<file path="src/rtl/mem_wb_stage_pkg.sv">
// Constants and types shared by the MEM and WB pipeline stages.
// Covers access-size codes, load-extension widths and the WB bubble value.
package mem_wb_stage_pkg;

  // Access-size codes driven by the MEM stage; both 10 and 11 mean a full word.
  typedef enum logic [1:0] {
    BHW_BYTE     = 2'b00,
    BHW_HALF     = 2'b01,
    BHW_WORD     = 2'b10,
    BHW_WORD_ALT = 2'b11
  } bhw_e;

  localparam int unsigned BYTE_W       = 8;
  localparam int unsigned HALF_W       = 16;
  localparam int unsigned INST_COUNT_W = 32;

  typedef struct packed {
    logic valid;
    logic reg_write;
  } wb_ctrl_t;

  // A bubble retires nothing and writes nothing; data and address fields are cleared as well.
  localparam wb_ctrl_t WB_CTRL_BUBBLE = '{valid: 1'b0, reg_write: 1'b0};

endpackage

</file>
<file path="src/rtl/mem_wb_stage_load_ext.sv">
// Sign/zero extension of a data-memory read according to the access size.
module load_ext
  import mem_wb_stage_pkg::*;
#(
  parameter int unsigned W = 32
) (
  input  logic [W-1:0] data,
  input  logic [1:0]   bhw,
  input  logic         is_unsigned,
  output logic [W-1:0] ext_data
);

  logic byte_fill;
  logic half_fill;

  assign byte_fill = ~is_unsigned & data[BYTE_W-1];
  assign half_fill = ~is_unsigned & data[HALF_W-1];

  always_comb begin
    ext_data = data;
    case (bhw_e'(bhw))
      BHW_BYTE: ext_data = {{(W - BYTE_W){byte_fill}}, data[BYTE_W-1:0]};
      BHW_HALF: ext_data = {{(W - HALF_W){half_fill}}, data[HALF_W-1:0]};
      default:  ext_data = data;
    endcase
  end

endmodule

</file>
<file path="src/rtl/mem_wb_stage.sv">
// MEM/WB pipeline register: load extension, write-back select, retire counter and sticky halt.
module mem_wb_stage
  import mem_wb_stage_pkg::*;
#(
  parameter int unsigned INST_SZ = 32,
  parameter int unsigned REG_SZ  = 5
) (
  input  logic                    i_clk,
  input  logic                    i_reset,
  input  logic                    i_enable,
  input  logic                    i_flush,
  input  logic                    i_valid_M,
  input  logic [INST_SZ-1:0]      i_alu_result_M,
  input  logic [INST_SZ-1:0]      i_read_data_M,
  input  logic [INST_SZ-1:0]      i_pc8_M,
  input  logic                    i_reg_write_M,
  input  logic                    i_mem_to_reg_M,
  input  logic                    i_link_M,
  input  logic                    i_unsigned_M,
  input  logic                    i_halt_M,
  input  logic [1:0]              i_bhw_M,
  input  logic [REG_SZ-1:0]       i_write_reg_M,
  output logic [INST_SZ-1:0]      o_write_data_W,
  output logic [REG_SZ-1:0]       o_write_reg_W,
  output logic                    o_reg_write_W,
  output logic                    o_valid_W,
  output logic                    o_halt_W,
  output logic [INST_COUNT_W-1:0] o_inst_count
);

  logic [INST_SZ-1:0]      ext_data;
  logic [INST_SZ-1:0]      sel_data;

  logic [INST_SZ-1:0]      write_data_q, write_data_d;
  logic [REG_SZ-1:0]       write_reg_q, write_reg_d;
  wb_ctrl_t                ctrl_q, ctrl_d;
  logic                    halt_q, halt_d;
  logic [INST_COUNT_W-1:0] count_q, count_d;

  logic                    retire;

  load_ext #(
    .W (INST_SZ)
  ) u_load_ext (
    .data        (i_read_data_M),
    .bhw         (i_bhw_M),
    .is_unsigned (i_unsigned_M),
    .ext_data    (ext_data)
  );

  always_comb begin
    sel_data = i_alu_result_M;
    if (i_link_M) begin
      sel_data = i_pc8_M;
    end else if (i_mem_to_reg_M) begin
      sel_data = ext_data;
    end
  end

  // Once halted, captures are turned into bubbles so the debugger sees a frozen machine.
  assign retire = i_enable & ~i_flush & ~halt_q & i_valid_M;

  always_comb begin
    write_data_d = write_data_q;
    write_reg_d  = write_reg_q;
    ctrl_d       = ctrl_q;
    halt_d       = halt_q;
    count_d      = count_q;
    if (i_flush || (i_enable && halt_q)) begin
      write_data_d = '0;
      write_reg_d  = '0;
      ctrl_d       = WB_CTRL_BUBBLE;
    end else if (i_enable) begin
      write_data_d     = sel_data;
      write_reg_d      = i_write_reg_M;
      ctrl_d.valid     = i_valid_M;
      ctrl_d.reg_write = i_valid_M & i_reg_write_M & (i_write_reg_M != '0);
    end
    if (retire) begin
      count_d = count_q + INST_COUNT_W'(1);
      halt_d  = i_halt_M;
    end
  end

  always_ff @(posedge i_clk or posedge i_reset) begin
    if (i_reset) begin
      write_data_q <= '0;
      write_reg_q  <= '0;
      ctrl_q       <= WB_CTRL_BUBBLE;
      halt_q       <= 1'b0;
      count_q      <= '0;
    end else begin
      write_data_q <= write_data_d;
      write_reg_q  <= write_reg_d;
      ctrl_q       <= ctrl_d;
      halt_q       <= halt_d;
      count_q      <= count_d;
    end
  end

  assign o_write_data_W = write_data_q;
  assign o_write_reg_W  = write_reg_q;
  assign o_reg_write_W  = ctrl_q.reg_write;
  assign o_valid_W      = ctrl_q.valid;
  assign o_halt_W       = halt_q;
  assign o_inst_count   = count_q;

endmodule

</file>
<file path="config.mk">
export PLATFORM = sky130hd
export DESIGN_NAME = mem_wb_stage
export DESIGN_NICKNAME = d
export VERILOG_FILES = /design/src/rtl/mem_wb_stage_pkg.sv /design/src/rtl/mem_wb_stage_load_ext.sv /design/src/rtl/mem_wb_stage.sv
export SDC_FILE = /design/constraint.sdc
export NUM_CORES = 1
export LEC_CHECK = 0
export BUFFER_PORTS_ARGS = -buffer_cell sky130_fd_sc_hd__buf_2
export CAP_MARGIN = 20
export CORE_UTILIZATION = 40
export DETAILED_ROUTE_END_ITERATION = 7
export GPL_TIMING_DRIVEN = 1
export PLACE_DENSITY_LB_ADDON = 0.1
export SLEW_MARGIN = 20
export SYNTH_ARGS = -nofsm -noshare
export SYNTH_HDL_FRONTEND = slang
export SYNTH_HIERARCHICAL = 1
export SYNTH_SLANG_ARGS = --single-unit
</file>
<file path="constraint.sdc">
create_clock -name i_clk -period 3.1 [get_ports i_clk]
set_clock_uncertainty 0.1 [all_clocks]
set_input_delay 0.31 -clock i_clk [delete_from_list [all_inputs] [get_ports i_clk]]
set_output_delay 0.31 -clock i_clk [all_outputs]
set_load 0.01 [all_outputs]
</file>
==> key figures <==
Clock network
  – CTS tree: built
  – Later-pin clock latency in the skew report: 340 ps
  – Buffers from clock root to sink, at most: 2
  – Clock-pin slew of the registers on the worst-case setup and hold paths: 80 ps
  – CTS Root Cell: sky130_fd_sc_hd__clkbuf_8
  – TritonCTS sink count: 72
  – Number of CTS-inserted buffers: 9
  – Max H-tree Level: 3

Logic synthesis
  – Post-Synth Simple-Gate Area: 20.4%
  – Adder-cell area share of the yosys netlist: 0.317%
  – Number of synthesized flops with an enable pin: 0
  – Library cells used by synthesis: 39
  – Dominant register cell in the synthesized netlist: sky130_fd_sc_hd__dfrtp_1
  – Largest family of logic cells by synthesized area: simple AND/OR/NAND/NOR gates
  – Cell taking the most area after synthesis: sky130_fd_sc_hd__dfrtp_1
  – Mapped Cells: 430
  – Total of warnings raised by yosys: 6
  – Mean Syn Cell Area: 9.17 sq um
  – Number of storage elements in the synthesis netlist: 72
  – Area contributors post-synth: sky130_fd_sc_hd__dfrtp_1 46%, sky130_fd_sc_hd__mux2i_1 8.1%, sky130_fd_sc_hd__o21ai_0 7.4%
  – Fraction of synthesis flops using an asynchronous set or reset pin: 100%
  – Sequential share of the synthesized area: 45.7%
  – Area share of the largest cell type after synthesis: 45.7%
  – Share of the synthesized netlist area taken by xor and xnor gates: 6.88%
  – Cell area after synthesis: 3950 sq um
  – Synthesized-area fraction occupied by ao, oa, aoi and oai cells: 12.7%
  – Share of cell area taken by muxes after synthesis: 8.75%
  – Post-synth net total: 544

Global routing
  – First-pass GRT wire length: 16.1 mm
  – Maximum number of pins on one net before global-route repair: 73
  – Global-route congestion overflow total: 0
  – GR Util All Layers: 19.9%
  – Number of antenna violations at the first check in global routing: 0
  – Number of global-route vias before repair: 3,347

Setup path
  – Startpoint of the most critical setup path: o_halt_W$_DFFE_PP0P_
  – Critical path class: register to register
  – Maximum fanout encountered on the critical timing path: 8
  – Master of the slowest instance on the critical path: sky130_fd_sc_hd__nor4_1
  – R2R setup slack: 1040 ps
  – CP bufs+invs: 0
  – WP data arrival: 2180 ps
  – Type of element capturing the critical path: register
  – Worst endpoint required time: 3220 ps
  – Startpoint type of the worst setup path: register
  – Cells along the critical path: nand4bb_1 > nor4_1 > nand3_1 > xnor2_1
  – Start of the worst register-to-register path: o_halt_W$_DFFE_PP0P_
  – Max stage delay on crit path: 560 ps
  – Family with the most delay on the worst path: simple AND/OR/NAND/NOR gates

Power and ir drop
  – Worst vdd ir: 0.193 mV
  – Leakage power summed over all cells: 2.77 nW
  – Cell Pwr Density: 427 nW/um^2
  – Tot Pwr: 2.16 mW

Timing
  – Maximum achievable frequency: 485 MHz
  – RSZ-0062 raised after global routing: no
  – Worst slew margin: 33.6%
  – Pin slew with the least headroom to its limit: 997 ps
  – Period utilisation layout: 66.5%
  – Total Neg Setup Slack: 0 ps
  – Number of slew-limit violations in the final report: 0
  – Final Setup Violations: 0
  – Final Hold Viols: 0
  – Final period demand of the worst path: 2060 ps

Layout
  – Layout cells sized above 1: 36.6%
  – Nets@finish: 705
  – Highest-count cells in the layout ignoring fill and taps: 184 x sky130_fd_sc_hd__buf_2, 72 x sky130_fd_sc_hd__dfrtp_1, 66 x sky130_fd_sc_hd__nand2_1
  – Most common library cell in the layout ignoring fill and taps: sky130_fd_sc_hd__buf_2
  – Inserted Diodes: 0
  – Area grow syn2layout: 28.2%

Drt
  – Residual DRC count: 0
  – First drt pass iteration count: 4
  – Initial DRC count: 96
  – Routed len/inst: 13.7 um
  – Avg Vias per Cell: 4.88
  – Detailed Route WL: 9.95 mm
  – Overall via count from detail_route: 3,537
  – Number of antenna-violating nets in the routed design: 0

Die
  – Total I/O pin count: 185
  – Placeable Area: 9420 sq um
  – Die extent in y: 101 um
  – Die Outline Area: 10,300 sq um
  – Initial core utilization: 41.9%
  – Number of rows in the core area: 35
  – Chip width: 101 um

Worst hold path
  – Class of the worst hold path: input pin to register
  – Hold_sp: i_halt_M

Placement
  – GP Congestion: 0.783
  – Number of port buffers: 184
  – Total half-perimeter wirelength after legalization and detailed placement: 7.61 mm

Job
  – Number of maximum-capacitance violations: 0

Status
  – Outcome: complete, no violations
==> routing by layer <==
metal	up-vias	track usage, %	routed length [um]
met5	-	0	0
met3	10	3.73	630
met4	0	7.36	122
li1	1799	-	-
met2	120	33.0	4690
met1	1608	25.9	4510
==> power by group <==
group | internal [mW] | switching, mW
combinational | 0.183 | 0.221
clock | 0.338 | 0.362
sequential | 1.00 | 0.0581
total | 1.52 | 0.641
==> logic make-up (layout without fill, tap and decap cells) <==
family / count (synthesis) / in the layout
XOR/XNOR: 31 / 31
adder cells (fa/ha/maj): 1 / 1
AND/OR/NAND/NOR: 158 / 158
AO/OA/AOI/OAI: 96 / 96
buffers and inverters: 38 / 204
multiplexers: 34 / 34
flip-flops: 72 / 72
==> Yosys cell counts (all sizes together), types with 3 or more instances <==
cell type and count:
nand4 14, and4 3, dfrtp 72, nand2 66, a21oi 32, buf 20, nand3 6, clkbuf 16
nor3 9, and2 4, mux2i 33, xor2 18, xnor2 13, o21ai 58, a22o 5, and3 7
nor2 39
==> timing repair <==
action	4_1_cts	5_1_grt
setup buffers	0	0
endpoints found under the setup margin	0	0
hold buffers	1	0
gates resized for setup	0	0
endpoints found under the hold margin	72	0
==> path summary, 6_finish.rpt <==
kind	endpoint	cells past startpoint
setup / recovery	o_inst_count[13]$_DFFE_PP0P_	4
hold / removal	o_halt_W$_DFFE_PP0P_	2
setup reg to reg	o_inst_count[13]$_DFFE_PP0P_	4
hold reg to reg	o_valid_W$_DFFE_PP0P_	2
max in group asynchronous	o_write_data_W[4]$_DFFE_PP0P_	4
min in group asynchronous	o_inst_count[16]$_DFFE_PP0P_	4
==> metrics by stage <==
stage,util (%),instance area [sq um],setup WS [ps],cells,hold WS [ps]
after floorplan,-,3950,865,430,350
after global placement,51.6,4860,1100,708,312
after detailed placement,51.6,4860,989,708,318
after CTS,53.7,5060,1010,725,101
after global routing,53.7,5060,888,725,109
final,53.7,5060,1040,725,116
==> final cells by class <==
type / instances / area [sq um]
clock buffers: 11 / 151
clock inverters: 5 / 40.0
fillers: 925 / 4360
inverters: 2 / 8.76
multi-input cells: 320 / 1940
flip-flops and latches: 72 / 1800
well taps: 129 / 161
repair buffers: 186 / 951
==> flip-flops by register name, summed over array words and instances, names as in the netlist <==
register	count
o_inst_count	32
o_halt_W	1
o_valid_W	1
o_reg_write_W	1
o_write_reg_W	5
o_write_data_W	32
Power figures use the tool's default switching activity.
